<file path="config.mk">
export PLATFORM = sky130hd
export DESIGN_NAME = adc_sample_ctrl
export DESIGN_NICKNAME = d
export VERILOG_FILES = /design/src/rtl/adc_sample_ctrl.sv
export SDC_FILE = /design/constraint.sdc
export NUM_CORES = 1
export LEC_CHECK = 0
export ABC_AREA = 1
export BUFFER_PORTS_ARGS = -buffer_cell sky130_fd_sc_hd__buf_4
export CAP_MARGIN = 25
export CELL_PAD_IN_SITES_DETAIL_PLACEMENT = 1
export CELL_PAD_IN_SITES_GLOBAL_PLACEMENT = 1
export CORE_MARGIN = 2
export CORE_UTILIZATION = 24
export CTS_CLUSTER_DIAMETER = 200
export DETAILED_ROUTE_END_ITERATION = 12
export PLACE_DENSITY = 0.52
export SLEW_MARGIN = 25
export SYNTH_ARGS = -nofsm -noshare
export SYNTH_HDL_FRONTEND = slang
export SYNTH_SLANG_ARGS = --single-unit
</file>
<file path="constraint.sdc">
create_clock -name i_clock -period 1.5 [get_ports i_clock]
set_clock_uncertainty 0.05 [all_clocks]
set_input_delay 0.075 -clock i_clock [delete_from_list [all_inputs] [get_ports i_clock]]
set_output_delay 0.075 -clock i_clock [all_outputs]
set_load 0.05 [all_outputs]
</file>
<file path="src/rtl/adc_sample_ctrl.sv">
// adc_sample_ctrl: power-up, command wait and SPI read-frame sequencer for the PMOD serial ADC
// Ports: i_clock/i_reset (sync, active low) | i_enable, i_start commands | i_adc_sdata serial in
//        o_adc_cs_n, o_adc_sclk SPI drive (CPOL=1) | o_data, o_data_valid last good sample
//        o_init_done, o_idle, o_wait_cmd status levels | o_error, o_succes per-frame pulses
module adc_sample_ctrl #(
    parameter int CLK_DIV      = 4,
    parameter int INIT_CYCLES  = 16,
    parameter int QUIET_CYCLES = 8,
    parameter int DATA_BITS    = 12
) (
    input  logic                 i_clock,
    input  logic                 i_reset,
    input  logic                 i_enable,
    input  logic                 i_start,
    input  logic                 i_adc_sdata,
    output logic                 o_adc_cs_n,
    output logic                 o_adc_sclk,
    output logic [DATA_BITS-1:0] o_data,
    output logic                 o_data_valid,
    output logic                 o_init_done,
    output logic                 o_idle,
    output logic                 o_wait_cmd,
    output logic                 o_error,
    output logic                 o_succes
);
    localparam int FRAME   = DATA_BITS + 4;
    localparam int M1      = (INIT_CYCLES > 2 * CLK_DIV) ? INIT_CYCLES : 2 * CLK_DIV;
    localparam int CNT_MAX = (M1 > QUIET_CYCLES) ? M1 : QUIET_CYCLES;
    localparam int CW      = $clog2(CNT_MAX + 1);
    localparam int BW      = $clog2(FRAME + 1);

    typedef enum logic [2:0] {S_INIT, S_IDLE, S_WAIT, S_CONV, S_DONE} state_t;

    state_t           state, state_d;
    logic [CW-1:0]    cnt, cnt_d;
    logic [BW-1:0]    bit_cnt, bit_cnt_d;
    logic [FRAME-1:0] shreg;
    logic             rise, period_end, frame_end, good;

    assign rise       = state == S_CONV && cnt == CW'(CLK_DIV - 1);
    assign period_end = state == S_CONV && cnt == CW'(2 * CLK_DIV - 1);
    assign frame_end  = state == S_CONV && state_d == S_DONE;
    assign good       = shreg[FRAME-1 -: 4] == 4'd0;

    always_comb begin
        state_d   = state;
        cnt_d     = cnt;
        bit_cnt_d = bit_cnt;
        case (state)
            S_INIT: begin
                cnt_d   = o_init_done ? cnt : cnt + CW'(1);
                state_d = !o_init_done ? S_INIT : i_enable ? S_WAIT : S_IDLE;
            end
            S_IDLE: state_d = i_enable ? S_WAIT : S_IDLE;
            S_WAIT: begin
                state_d   = !i_enable ? S_IDLE : i_start ? S_CONV : S_WAIT;
                bit_cnt_d = '0;
            end
            S_CONV: begin
                cnt_d     = period_end ? '0 : cnt + CW'(1);
                bit_cnt_d = period_end ? bit_cnt + BW'(1) : bit_cnt;
                state_d   = (period_end && bit_cnt == BW'(FRAME - 1)) ? S_DONE : S_CONV;
            end
            S_DONE: begin
                cnt_d   = cnt + CW'(1);
                state_d = cnt != CW'(QUIET_CYCLES - 1) ? S_DONE : i_enable ? S_WAIT : S_IDLE;
            end
            default: state_d = S_INIT;
        endcase
        // every state starts its own count from zero
        if (state_d != state) cnt_d = '0;
    end

    // outputs are registered from the next-state decode so cs_n/sclk never glitch
    always_ff @(posedge i_clock) begin
        if (!i_reset) begin
            state        <= S_INIT;
            cnt          <= '0;
            bit_cnt      <= '0;
            shreg        <= '0;
            o_adc_cs_n   <= 1'b1;
            o_adc_sclk   <= 1'b1;
            o_data       <= '0;
            o_data_valid <= 1'b0;
            o_init_done  <= 1'b0;
            o_idle       <= 1'b0;
            o_wait_cmd   <= 1'b0;
            o_error      <= 1'b0;
            o_succes     <= 1'b0;
        end else begin
            state        <= state_d;
            cnt          <= cnt_d;
            bit_cnt      <= bit_cnt_d;
            if (rise) shreg <= {shreg[FRAME-2:0], i_adc_sdata};
            o_adc_cs_n   <= state_d != S_CONV;
            o_adc_sclk   <= !(state_d == S_CONV && cnt_d < CW'(CLK_DIV));
            o_idle       <= state_d == S_IDLE;
            o_wait_cmd   <= state_d == S_WAIT;
            if (state == S_INIT && cnt == CW'(INIT_CYCLES - 1)) o_init_done <= 1'b1;
            o_data_valid <= frame_end && good;
            o_succes     <= frame_end && good;
            o_error      <= frame_end && !good;
            if (frame_end && good) o_data <= shreg[DATA_BITS-1:0];
        end
    end
endmodule
</file>
; ---- Word level (Yosys, flattened, before mapping)
; Index checks and enable logic that the tools add are counted.
; W data, S select, Z words.
[word_totals]
reg_bits = 48
input_bits = 5
output_inout_bits = 20
elab_cells = 58
[op_classes]
add_sub_neg = 2
magnitude_cmp = 1
n_eq_ne = 16
mux = 13
reduce_logical = 14
[op_table]
columns = op, n
row1 = $mux W5, 4
row2 = $pmux W3 S5, 1
row3 = $pmux W5 S3, 1
row4 = $eq A3 B2 Y1 const B, 4
row5 = $add A5 B1 Y5 const B, 2
row6 = $eq A5 B4 Y1 const B, 2
row7 = $pmux W5 S2, 1
row8 = $mux W3, 3
row9 = $logic_and A1 B1 Y1, 8
row10 = $eq A3 B1 Y1 const B, 2
row11 = $eq A3 B3 Y1 const B, 2
row12 = $eq A5 B2 Y1 const B, 1
row13 = $eq A5 B3 Y1 const B, 1
row14 = $lt A5 B3 Y1 const B, 1
row15 = $ne A5 B3 Y1 const B, 1
row16 = $logic_not A4 Y1, 1
row17 = $mux W2, 2
row18 = $logic_not A3 Y1, 1
row19 = $ne A3 B2 Y1 const B, 1
row20 = $ne A3 B3 Y1, 1
row21 = $logic_not A1 Y1, 2
row22 = $ne A2 B2 Y1 const B, 1
row23 = $reduce_and A2 Y1, 1
row24 = $reduce_bool A2 Y1, 1
row25 = $mux W1, 1

; ---- Logic depth before layout (Yosys ltp)
[depth]
word_depth = 10
ltp_mapped = 12
mapped_depth_nobuf = 12

; ---- Worst setup path before layout
; OpenSTA, ideal clock, no wires.
[synth_timing]
path_kind = register to register
start = register cnt[0]
end = register o_data[0]
setup_time_ns = 0.116
t_arrival_ns = 1.487
t_required_ns = 1.334
path_slack_ns = -0.153
path_stages_with_launch = 12
path_buffers = 1
period_less_slack_ns = 1.653
path_cell_list = dfxtp_1 > ha_1 > inv_1 > nor2_1 > nand2_4 > nor2_8 > nand2_4 > nor2_4 > inv_2 > buf_6 > nor2_1 > nor2_1
[synth_between]
elab_chain_cells = 8
elab_cells_between_ends = 10
classes_between = eq/ne: 3 / mux: 3 / reduce/logical: 4
[synth_rtl]
columns = item, line_no
row1 = start: declaration, 35  ; logic [CW-1:0] cnt, cnt_d;
row2 = start signal: assignment, 92  ; cnt <= cnt_d;
row3 = $eq A5 B3 Y1, 41  ; assign period_end = state == S_CONV && cnt == CW'(2 * CLK_DIV - 1);
row4 = $logic_and A1 B1 Y1, 41
row5 = $logic_and A1 B1 Y1, 62  ; state_d = (period_end && bit_cnt == BW'(FRAME - 1)) ? S_DONE : S_CONV;
row6 = $mux W3, 62
row7 = $pmux W3 S5 *, 49  ; case (state)
row8 = $eq A3 B3 Y1 *, 42  ; assign frame_end = state == S_CONV && state_d == S_DONE;
row9 = $logic_and A1 B1 Y1 *, 42
row10 = $logic_and A1 B1 Y1 *, 103  ; if (frame_end && good) o_data <= shreg[DATA_BITS-1:0];
row11 = end signal: assignment, 103
row12 = end: declaration, 18  ; output logic [DATA_BITS-1:0] o_data,
; Mark *: on every way between the ends. The rest lies on a longest branch, timed or not.
; A chain may end at the register's enable or synchronous reset.

; ---- Worst setup path in the final report
[layout_timing]
start = register bit_cnt[0]
end = register cnt[1]
[layout_between]
elab_chain_cells = 6
[layout_rtl]
columns = item, line_no
row1 = start: declaration, 36  ; logic [BW-1:0] bit_cnt, bit_cnt_d;
row2 = start signal: assignment, 93  ; bit_cnt <= bit_cnt_d;
row3 = $eq A5 B4 Y1, 62
row4 = $logic_and A1 B1 Y1, 62
row5 = $mux W3, 62
row6 = $pmux W3 S5, 49
row7 = $ne A3 B3 Y1, 71  ; if (state_d != state) cnt_d = '0;
row8 = $mux W5, 71
; No other way between the ends.

==> flow_metrics.py <==
metrics = {
    "grt": {
        "grt_pass1_wl_um": 9252,
        "antenna_found_initial": 0,
        "grt_use_total_pct": 12.05,
        "first_global_vias": 1945,
        "grt.overflow.total": 0,
        "grt_max_degree": 20,
    },
    "synth": {
        "yosys_most_used_dff": "dfxtp_1",
        "synthXorXnorAreaFrac_pct": 0,
        "yosysSeqAreaShare_pct": 46.52,
        "synth.area.mux_share_pct": 0,
        "synth_compound_area_share_pct": 10.30,
        "syn-instance-count": 276,
        "syn_area_sq_um": 2066,
        "synth_fa_ha_area_share_pct": 2.423,
        "synth_warnings": 0,
        "synth_top_family_by_area": "simple AND/OR/NAND/NOR gates",
        "synth_edf_count": 0,
        "syn_nets": 285,
        "async_flop_share_pct": 0,
        "ys_seq_elements": 48,
        "avgSynthCellArea_sq_um": 7.485,
        "synth_cell_types": 29,
        "synthSimpleGateAreaFrac_pct": 33.74,
    },
    "power_and_ir_drop": {
        "power_density_nw_per_um2": 824.3,
        "swShare_pct": 23.15,
        "p_int_uw": 1822,
        "power_uw": 2371,
        "seqPwrFrac_pct": 54.3,
        "ir_drop_uv": 358.6,
        "clock_power_share_pct": 41.3,
        "leakage_uw": 0.001396,
        "p_switching_uw": 548.9,
        "power.combinational.fraction_pct": 4.4,
    },
    "cells_and_area": {
        "diodes": 0,
        "fin_nets": 342,
        "fin_cells": 439,
        "fin_area_sq_um": 2877,
        "area_growth_pct": 39.25,
        "drive_above_1_share_pct": 37.13,
    },
    "clocking": {
        "clock_path_buffers": 2,
        "htreeDepth": 2,
        "tritoncts": "built",
        "clkSinkCount": 48,
        "cts_buffers": 5,
        "clock_latency_ns": 0.31,
        "clk_pin_slew_ns": 0.10,
        "cts_root_buf": "clkbuf_8",
    },
    "critical_path": {
        "cp_max_fo": 5,
        "start_kind": "flip-flop",
        "endpoint_kind": "flip-flop",
        "worstSetupPathType": "reg -> reg",
        "crit_arrival_ns": 1.76,
        "cp.required_ns": 1.66,
    },
    "routing": {
        "wl_per_cell_um": 12.70,
        "detail-route-antenna-nets": 0,
        "drt_iter0_markers": 26,
        "drc": 0,
        "via_per_inst": 4.369,
        "drt_wl_total_um": 5576,
        "vias": 1918,
        "dr.pass1.iters": 4,
    },
    "placement": {
        "dp_hpwl_um": 3987,
        "place_ws_ns": -0.1437,
        "place_area_sq_um": 2562,
        "port_buffers": 24,
        "gp_congestion": 0.7930,
        "placed_cells": 424,
    },
    "min_path": {
        "hold_class": "in -> reg",
    },
    "timing": {
        "setup_ws_ns": -0.1049,
        "relSlewSlack_pct": 84.30,
        "setup_viol": 19,
        "finalHoldViolCount": 0,
        "final.min_clock_period_ns": 1.605,
        "slew_violations": 0,
        "worst_slew_pin_slew_ns": 0.2337,
        "fmax_mhz": 623.1,
        "rsz0062_at_grt": "true",
        "hold_ws_ns": 0.05964,
        "fin_crit_sh_pct": 107.0,
    },
    "status": {
        "violations": "negative setup slack",
        "status": "finished with violations",
    },
    "floorplan": {
        "start_util_pct": 24.89,
        "core.rowCount": 33,
        "die_h_um": 96.78,
        "pin_count": 25,
        "die_w_um": 96.78,
        "dieArea_sq_um": 9365,
        "core_sq_um": 8299,
    },
    "flow_run": {
        "cap_violations": 0,
    },
}
==> state kept, by name, indices dropped and copies added, names as in the netlist, 3 cells and up <==
signal / cells
o_data: 12
shreg: 16
bit_cnt: 5
state: 3
cnt: 5
==> cells by family after synthesis <==
family / count (synthesis)
and+or+nand+nor: 150
adders and majority gates: 4
AOI/OAI and AO/OA: 41
buffers and inverters: 33
DFF: 48
==> per-stage QoR <==
| step | util (%) | setup TNS (ns) |
|---|---|---|
| floorplan | - | -0.4146 |
| global placement | 30.88 | -1.567 |
| detailed placement | 30.88 | -1.913 |
| CTS | 32.96 | -0.8349 |
| global route | 34.66 | -2.776 |
| finish | 34.66 | -0.8557 |
==> cells in the mapped netlist (2+ instances only) <==
library cell / number / area, sq um
nor2_1: 80 / 300.3
dfxtp_1: 48 / 960.9
nand2_1: 41 / 153.9
o21ai_0: 26 / 130.1
inv_1: 20 / 75.07
nand3_1: 8 / 40.04
a21oi_1: 7 / 35.03
inv_2: 5 / 18.77
nor3_1: 5 / 25.02
o21ai_1: 5 / 25.02
ha_1: 4 / 50.05
nand2_2: 3 / 18.77
nand2_4: 3 / 33.78
and3_1: 2 / 12.51
buf_6: 2 / 22.52
clkbuf_1: 2 / 7.510
nand3_4: 2 / 35.03
nor2_4: 2 / 22.52
==> final cells by class <==
type,instances,area [sq um]
Multi-Input combinational cell,195,1095
Clock buffer,5,68.82
Tap cell,105,131.4
Clock inverter,3,42.54
Fill cell,1025,5423
Inverter,25,101.3
Sequential cell,48,973.4
Timing Repair Buffer,58,464.2
==> critical path, cell delays in order (launching register included) <==
cell,delay (ns)
dfxtp_2,0.37
ha_4,0.14
inv_2,0.04
nor3_2,0.11
ha_2,0.21
nand2_4,0.08
nand2_4,0.11
nand2_4,0.08
nand2_2,0.06
nand2_2,0.07
nand3_4,0.12
nor2_1,0.05
==> cells in the final DEF (no fill, tap or decap), types with 2 or more instances in the layout <==
cell type	instances
nor2_1	70
buf_4	50
dfxtp_1	40
nand2_1	33
o21ai_0	20
inv_1	13
o21ai_1	11
inv_2	9
nand2_4	7
nand3_1	7
nand2_2	7
nor2_2	7
dfxtp_2	7
buf_6	7
nor2_4	6
a21oi_1	5
clkbuf_8	5
nor3_1	4
inv_4	3
nand3_4	2
and3_1	2
a21oi_2	2
ha_4	2
==> power by group through the flow <==
stage / sequential (uW) / combinational [uW] / clock (uW)
after detailed placement: 1320 / 101 / 0
after CTS: 1290 / 104 / 1010
after global placement: 1320 / 101 / 0
after global routing: 1290 / 121 / 1060
final: 1290 / 105 / 979
after floorplan: 1320 / 52.3 / 0
==> routing by layer <==
metal	track usage [%]	routed length (um)	up-vias
met3	2.601	143	8
met4	3.900	74	0
met5	0	0	-
met2	20.03	2648	19
li1	-	-	990
met1	15.54	2710	901
==> final timing paths <==
check | depth (start not counted) | to | slack [ns] | from
setup / recovery | 11 | cnt[1] | -0.10 | bit_cnt[0]
hold / removal | 3 | shreg[8] | 0.06 | i_reset
setup reg to reg | 11 | cnt[1] | -0.10 | bit_cnt[0]
hold reg to reg | 2 | bit_cnt[1] | 0.44 | bit_cnt[1]
==> what timing repair did <==
action	CTS	global route
pin swaps	7	9
endpoints found under the hold margin	1	0
hold buffers	1	0
cloned	0	1
gates resized for setup	21	39
buffers inserted	1	4
endpoints found under the setup margin	26	42
Note: power is estimated with default switching activity, not from simulation.
